File: config.mk
export PLATFORM = sky130hd
export DESIGN_NAME = axi4_mem_port_arbiter
export DESIGN_NICKNAME = d
export VERILOG_FILES = /design/src/rtl/axi4_mem_port_arbiter.sv
export SDC_FILE = /design/constraint.sdc
export NUM_CORES = 1
export LEC_CHECK = 0
export BUFFER_PORTS_ARGS = -buffer_cell sky130_fd_sc_hd__buf_2
export CAP_MARGIN = 20
export CORE_MARGIN = 8
export CORE_UTILIZATION = 40
export CTS_CLUSTER_SIZE = 28
export DETAILED_ROUTE_END_ITERATION = 8
export PLACE_DENSITY_LB_ADDON = 0.3
export SLEW_MARGIN = 20
export SYNTH_ARGS = -nofsm -noshare
export SYNTH_HDL_FRONTEND = slang
export SYNTH_SLANG_ARGS = --single-unit
File: constraint.sdc
create_clock -name ACLK -period 1.8 [get_ports ACLK]
set_clock_uncertainty 0.15 [all_clocks]
set_input_delay 0.36 -clock ACLK [delete_from_list [all_inputs] [get_ports ACLK]]
set_output_delay 0.36 -clock ACLK [all_outputs]
set_load 0.02 [all_outputs]
File: src/rtl/axi4_mem_port_arbiter.sv
// Burst-granular arbiter sharing a single-port memory between the AXI4
// write-burst engine and read-burst engine. Whole bursts are granted,
// ties alternate between the two sides, and a programmable turnaround
// gap separates consecutive bursts.
module axi4_mem_port_arbiter #(
    parameter int TURN_CYCLES = 1,
    parameter int LEN_WIDTH   = 8
) (
    input  logic                 ACLK,
    input  logic                 ARESETn,
    input  logic                 wr_req,
    input  logic [LEN_WIDTH-1:0] wr_len,
    input  logic                 wr_beat,
    input  logic                 rd_req,
    input  logic [LEN_WIDTH-1:0] rd_len,
    input  logic                 rd_beat,
    input  logic                 err_clr,
    output logic                 wr_gnt,
    output logic                 rd_gnt,
    output logic                 mem_sel,
    output logic [LEN_WIDTH-1:0] beats_left,
    output logic                 last_beat,
    output logic                 protocol_err
);

    typedef enum logic [1:0] {
        IDLE     = 2'd0,
        WR_BURST = 2'd1,
        RD_BURST = 2'd2,
        TURN     = 2'd3
    } state_t;

    // Turnaround counter reload value; unused when no gap is configured.
    localparam int          TURN_LOAD_I = (TURN_CYCLES > 0) ? (TURN_CYCLES - 1) : 0;
    localparam logic [3:0]  TURN_LOAD   = 4'(TURN_LOAD_I);
    // Where a finished burst goes: straight back to IDLE when the gap is zero.
    localparam state_t      END_STATE   = (TURN_CYCLES > 0) ? TURN : IDLE;

    state_t               state;
    state_t               state_next;
    logic                 prio_rd;        // 1 = read side wins the next tie
    logic                 prio_rd_next;
    logic [3:0]           turn_cnt;
    logic [3:0]           turn_cnt_next;
    logic [LEN_WIDTH-1:0] beats_next;
    logic                 sel_next;
    logic                 err_next;
    logic                 wr_ok;
    logic                 rd_ok;
    logic                 err_set;

    // A beat only counts when its side owns the memory; anything else is a
    // protocol violation and is otherwise ignored.
    assign wr_ok     = wr_gnt & wr_beat;
    assign rd_ok     = rd_gnt & rd_beat;
    assign err_set   = (wr_beat & ~wr_gnt) | (rd_beat & ~rd_gnt) | (wr_beat & rd_beat);
    assign last_beat = (wr_ok | rd_ok) & (beats_left == '0);

    // Next-state, burst length bookkeeping, tie-break pointer and error flag.
    always_comb begin
        state_next    = state;
        prio_rd_next  = prio_rd;
        turn_cnt_next = turn_cnt;
        beats_next    = beats_left;
        sel_next      = mem_sel;
        err_next      = err_set | (protocol_err & ~err_clr);

        case (state)
            IDLE: begin
                if (wr_req && (!rd_req || !prio_rd)) begin
                    state_next   = WR_BURST;
                    beats_next   = wr_len;
                    sel_next     = 1'b0;
                    prio_rd_next = 1'b1;
                end else if (rd_req) begin
                    state_next   = RD_BURST;
                    beats_next   = rd_len;
                    sel_next     = 1'b1;
                    prio_rd_next = 1'b0;
                end
            end
            WR_BURST: begin
                if (wr_ok) begin
                    if (beats_left == '0) begin
                        state_next    = END_STATE;
                        turn_cnt_next = TURN_LOAD;
                    end else begin
                        beats_next = beats_left - 1'b1;
                    end
                end
            end
            RD_BURST: begin
                if (rd_ok) begin
                    if (beats_left == '0) begin
                        state_next    = END_STATE;
                        turn_cnt_next = TURN_LOAD;
                    end else begin
                        beats_next = beats_left - 1'b1;
                    end
                end
            end
            TURN: begin
                if (turn_cnt == 4'd0) begin
                    state_next = IDLE;
                end else begin
                    turn_cnt_next = turn_cnt - 4'd1;
                end
            end
            default: begin
                state_next = IDLE;
            end
        endcase
    end

    // State and output registers; reset aborts any burst in flight at once.
    always_ff @(posedge ACLK or negedge ARESETn) begin
        if (!ARESETn) begin
            state        <= IDLE;
            prio_rd      <= 1'b0;
            turn_cnt     <= 4'd0;
            beats_left   <= '0;
            mem_sel      <= 1'b0;
            wr_gnt       <= 1'b0;
            rd_gnt       <= 1'b0;
            protocol_err <= 1'b0;
        end else begin
            state        <= state_next;
            prio_rd      <= prio_rd_next;
            turn_cnt     <= turn_cnt_next;
            beats_left   <= beats_next;
            mem_sel      <= sel_next;
            wr_gnt       <= (state_next == WR_BURST);
            rd_gnt       <= (state_next == RD_BURST);
            protocol_err <= err_next;
        end
    end

endmodule

==> results.py, run 1 <==
metrics = {
    "route": {
        "drc_errors": 0,
        "dr_total_vias": 1598,
        "ant_nets": 0,
        "drtPass1Iterations": 4,
        "wirelength_um": 4920,
        "drt_iter0_drc": 131,
        "wire_per_inst_um": 17.4,
        "post_drt_via_cell_ratio": 5.65,
    },
    "timing": {
        "finalWorstSetupSlack_ns": -0.231,
        "maxSlewViolCount": 0,
        "fin_crit_sh": 1.13,
        "setup_viol": 17,
        "worstMarginPinSlew_ns": 0.461,
        "timing.final.crit_period_ns": 2.03,
        "slew_headroom": 0.691,
        "fmax_mhz": 492,
        "final-hold-violation-count": 0,
        "rsz0062_at_grt": "true",
    },
    "yosys": {
        "avgSynthCellArea_um2": 9.33,
        "syn_area_um2": 1420,
        "synthCells": 152,
        "yosysSeqAreaShare": 0.335,
        "synthXorXnorAreaFrac": 0,
        "async_flop_share": 1.00,
        "ys_ff_latch": 19,
        "synth_fa_ha_area_frac": 0.0794,
        "syn-num-nets": 184,
        "synth_area_leaders": "dfrtp_1 34%, ha_1 7.9%, mux2_2 5.6%, a21oi_1 4.6%, nand3_1 3.2%",
        "synth_top_area_frac": 0.335,
        "synth-compound-area-share": 0.257,
        "yosys_warnings": 0,
        "synth_edf_count": 0,
        "synthSimpleGateAreaFrac": 0.190,
        "ys_types": 44,
        "synthMuxAreaShare": 0.0838,
        "yosysTopAreaCell": "dfrtp_1",
        "synth_top_family_by_area": "compound AO/OA/AOI/OAI gates",
        "synthFlopType": "dfrtp_1",
    },
    "die": {
        "start_util": 0.422,
        "ios": 36,
        "dieHeight_um": 75.5,
        "die_w_um": 75.5,
        "dieArea_um2": 5700,
        "rows": 21,
        "core_area_um2": 3360,
    },
    "pwr": {
        "power_density_nw_per_um2": 1860,
        "leakage_nw": 1.01,
        "p_total_mw": 4.34,
        "ir_worst_vdd_mv": 1.12,
    },
    "grt": {
        "grt_usage": 0.172,
        "overflow": 0,
        "grt_max_degree": 20,
        "grt_pass1_vias": 1750,
        "grt_pass1_wl_um": 7510,
        "antenna_found_initial": 0,
    },
    "place": {
        "port_buffers": 35,
        "dp_hpwl_um": 3290,
        "place.gp.congestion": 0.895,
        "dp.cells": 261,
    },
    "run_status": {
        "violations": "setup timing",
        "status": "finished, violations left",
    },
    "cells_and_area": {
        "final_util": 0.695,
        "fillers": 264,
        "nNetsFinal": 270,
        "antennaDiodeCount": 0,
        "area_growth_pct": 64.9,
        "seq_area_um2": 479,
        "post_route_cells_drive_above_1_share": 0.616,
        "fin_cells": 283,
        "multi_input_area_um2": 1120,
    },
    "clocking": {
        "cts_tree": "built",
        "cts_root_buffer": "clkbuf_4",
        "htreeDepth": 1,
        "worstSkewPairLatency_ns": 0.31,
        "cts_max_path_buffers": 2,
        "clock-sinks": 19,
        "cts_inserted_buffers": 3,
        "clkTransAtPathRegs_ns": 0.12,
    },
    "critical_path": {
        "cp_max_fo": 2,
        "crit_type": "flop to output pin",
        "crit_arrival_ns": 1.52,
        "critPathCaptureType": "output pin",
        "path_depth": 6,
        "crit_path_cell_trace": "inv_2 -> ha_4 -> nor4b_4 -> nand2_2 -> a21oi_2 -> buf_6",
        "cpLargestDelayFamily": "flip-flops",
        "slowest_delay_ns": 0.43,
        "cp-start-kind": "flop",
        "crit_slowest_cell": "dfrtp_2",
        "required_ns": 1.29,
        "cp_num_buf_inv": 2,
        "reg2reg_depth": 8,
    },
    "worst_hold_path": {
        "min_path_type": "primary input to flop",
        "hold_path_depth": 2,
    },
    "flow_run": {
        "cap_violations": 0,
    },
}
==> report_power, final <==
part           switching [mW]  internal (mW)
logic                    1.68           1.63
registers               0.190          0.604
clock network           0.146         0.0865
==> sequential cells by signal, indices dropped and copies added, names as in the netlist <==
name          flops
beats_left        8
mem_sel           1
prio_rd           1
protocol_err      1
rd_gnt            1
state             2
turn_cnt          4
wr_gnt            1
==> kinds of logic after synthesis <==
group / Yosys count
flip-flops: 19
AND/OR/NAND/NOR: 44
AO/OA/AOI/OAI: 51
multiplexers: 11
buffers and inverters: 18
adder cells (fa/ha/maj): 9
==> Yosys cell counts (2+ instances only) <==
library cell,n
a211oi_1,3
a21oi_1,13
a22o_1,3
a31oi_1,6
and2_1,4
clkbuf_1,3
dfrtp_1,19
ha_1,9
inv_1,12
mux2_2,7
mux2i_1,4
nand2_1,7
nand3_1,9
nand3b_1,3
nand4_1,4
nor2_1,5
nor2b_1,2
o21ai_0,8
o22ai_1,5
o31ai_1,2
==> area by class of cell <==
type	instances	area share
Multi-Input combinational cell	115	0.479
Timing Repair Buffer	87	0.261
Sequential cell	19	0.205
Tap cell	46	0.0246
Inverter	12	0.0193
Clock buffer	4	0.0112
==> worst register-to-register path, cell delays in order (launching register included) <==
cell and delay, ns:
dfrtp_1 0.45, inv_2 0.12, buf_12 0.14, ha_4 0.15
nor3b_4 0.15, a2111oi_4 0.27, buf_6 0.22, nand3_2 0.07
a22o_1 0.21
==> metrics by stage <==
stage | setup WS (ns) | area (um2) | hold WS [ns] | setup TNS [ns]
final | -0.231 | 2340 | 0.0736 | -2.24
after global routing | -0.363 | 2340 | 0.0887 | -3.37
after CTS | -0.237 | 2210 | 0.0926 | -1.89
after detailed placement | -0.152 | 1910 | 0.194 | -1.35
after global placement | -0.0961 | 1910 | 0.180 | -0.609
after floorplan | -0.0996 | 1450 | -0.0856 | -0.509
==> cells in the final DEF, fill, tap and decap left out, drive strengths merged, types with 5 or more instances in the layout <==
cell and instances:
a21oi 13, o22ai 5, nand3 10, mux2 7
nand2 8, ha 9, nor2 5, o21ai 8
inv 12, a31oi 6, dfrtp 19, buf 86
==> metal layers <==
| layer | GRT usage | vias to the layer above | routed length, um |
|---|---|---|---|
| met5 | 0 | - | 0 |
| li1 | - | 745 | - |
| met1 | 0.178 | 779 | 1900 |
| met3 | 0.0329 | 19 | 259 |
| met2 | 0.318 | 55 | 2560 |
| met4 | 0.0917 | 0 | 200 |
==> repair_timing <==
action / 4_1_cts / 5_1_grt
gates resized for setup: 32 / 18
pin swaps: 15 / 8
hold endpoints to repair: 19 / 0
endpoints found under the setup margin: 16 / 17
hold buffers: 1 / 0
setup buffers: 14 / 7
==> worst paths after layout <==
path,startpoint,to,slack (ns)
hold reg to reg,turn_cnt[3],turn_cnt[3],0.36
setup / recovery,beats_left[1],last_beat,-0.23
max in group asynchronous,ARESETn,beats_left[1],0.78
hold / removal,err_clr,protocol_err,0.07
setup reg to reg,state[0],beats_left[3],-0.23
min in group asynchronous,ARESETn,protocol_err,0.37
(Power assumes the default switching activity.)
==> inputs of run 2 (changes only) <==
CORE_MARGIN = 1.5   (was 8)
==> results.py, run 2 (synthesized netlist as in run 1, its figures left out) <==
metrics = {
    "cells_and_area": {
        "final_util": 0.696,
        "nNetsFinal": 272,
        "top_register": "beats_left",
        "post_route_cells_drive_above_1_share": 0.615,
        "seq_area_um2": 479,
        "final_cell_mix": "45 x buf_4, 34 x buf_2, 16 x dfrtp_1",
        "largest_reg_flops": 8,
        "top_regs": "beats_left x8, turn_cnt x4, state x2",
        "multi_input_area_um2": 1100,
        "fillers": 261,
        "layout_commonest_cell": "buf_4",
        "area_growth_pct": 65.2,
        "antennaDiodeCount": 0,
    },
    "critical_path": {
        "cp-start-kind": "flop",
        "cp_max_fo": 2,
        "crit_type": "flop to output pin",
        "required_ns": 1.29,
        "crit_arrival_ns": 1.56,
        "reg2reg_depth": 8,
        "critPathCaptureType": "output pin",
    },
    "die": {
        "rows": 21,
        "start_util": 0.422,
        "core_area_um2": 3360,
        "ios": 36,
        "dieHeight_um": 62.5,
        "die_w_um": 62.5,
        "dieArea_um2": 3910,
    },
    "timing": {
        "fmax_mhz": 482,
        "maxSlewViolCount": 0,
        "worstMarginPinSlew_ns": 0.460,
        "slew_headroom": 0.693,
        "fin_crit_sh": 1.15,
        "fin_hold_ws_ns": 0.0831,
        "final-hold-violation-count": 0,
        "finalWorstSetupSlack_ns": -0.274,
        "timing.final.crit_period_ns": 2.07,
        "setup_viol": 17,
        "rsz0062_at_grt": "true",
    },
    "route": {
        "drc_errors": 0,
        "drt_iter0_drc": 98,
        "drtPass1Iterations": 4,
        "wire_per_inst_um": 16.3,
        "wirelength_um": 4660,
        "post_drt_via_cell_ratio": 5.50,
        "dr_total_vias": 1567,
        "ant_nets": 0,
    },
    "clocking": {
        "cts_inserted_buffers": 3,
        "worstSkewPairLatency_ns": 0.30,
        "clock-sinks": 19,
        "cts_root_buffer": "clkbuf_4",
        "clkTransAtPathRegs_ns": 0.12,
        "htreeDepth": 1,
        "cts_tree": "built",
        "cts_max_path_buffers": 2,
    },
    "place": {
        "port_buffers": 35,
        "dp_slack_ns": -0.0967,
        "place.gp.congestion": 0.830,
        "dp_hpwl_um": 2910,
    },
    "pwr": {
        "ir_worst_vdd_mv": 1.03,
        "leakage_nw": 1.03,
        "power_density_nw_per_um2": 1800,
    },
    "grt": {
        "grt_pass1_wl_um": 7280,
        "grt_pass1_vias": 1576,
        "grt_max_degree": 20,
        "grt_usage": 0.232,
        "antenna_found_initial": 0,
        "overflow": 0,
    },
    "run_status": {
        "violations": "setup timing",
        "status": "finished, violations left",
    },
    "flow_run": {
        "cap_violations": 0,
    },
    "worst_hold_path": {
        "min_path_type": "primary input to flop",
        "hold_path_depth": 2,
    },
}
==> run 2: changes by cell type in the layout (fill, tap and decap cells not counted), sizes merged <==
cell  change
buf       +2
==> run 2: timing repair <==
action / CTS / global route
resized for setup: 23 / 29
hold buffers: 1 / 0
buffers inserted: 11 / 7
pin swaps: 9 / 10
setup endpoints to repair: 15 / 17
endpoints found under the hold margin: 19 / 0
==> run 2: through the flow <==
stage,area (um2),TNS [ns],power (mW),std cells
2_1_floorplan,1450,-0.509,2.20,152
3_3_place_gp,1910,-0.120,2.93,262
3_5_place_dp,1910,-0.906,3.01,262
4_1_cts,2150,-0.849,3.69,278
5_1_grt,2340,-3.38,4.48,285
6_report,2340,-1.78,4.21,285
==> run 2: worst max-delay path: stages (launching register included) <==
cell and delay (ns):
dfrtp_2 0.45, inv_2 0.08, ha_4 0.12, nor4b_4 0.23
nand2_2 0.12, a21oi_2 0.12, buf_4 0.15
==> run 2: cell type report <==
cell class / instances / area share
Multi-Input combinational cell: 115 / 0.471
Timing Repair Buffer: 89 / 0.268
Sequential cell: 19 / 0.205
Tap cell: 46 / 0.0246
Inverter: 12 / 0.0203
Clock buffer: 4 / 0.0112
==> run 2: path summary, 6_finish.rpt <==
| path | start | to | slack (ns) |
|---|---|---|---|
| max | beats_left[0] | last_beat | -0.27 |
| min | err_clr | protocol_err | 0.08 |
| max reg2reg | beats_left[1] | beats_left[6] | -0.20 |
| min reg2reg | turn_cnt[3] | turn_cnt[3] | 0.36 |
| max in group asynchronous | ARESETn | beats_left[0] | 0.78 |
| min in group asynchronous | ARESETn | prio_rd | 0.38 |
==> run 2: routing by layer <==
metal	global-route usage	vias to the layer above	routed length [um]
met5	0	-	0
met4	0.0694	0	51
met3	0.0270	6	183
met2	0.446	52	2620
met1	0.267	766	1800
li1	-	743	-
==> run 2: power by group <==
part | total (mW) | internal (mW) | leakage, nW | switching (mW)
clock network | 0.232 | 0.0864 | 0.0150 | 0.145
registers | 0.795 | 0.605 | 0.226 | 0.191
logic | 3.18 | 1.58 | 0.784 | 1.60
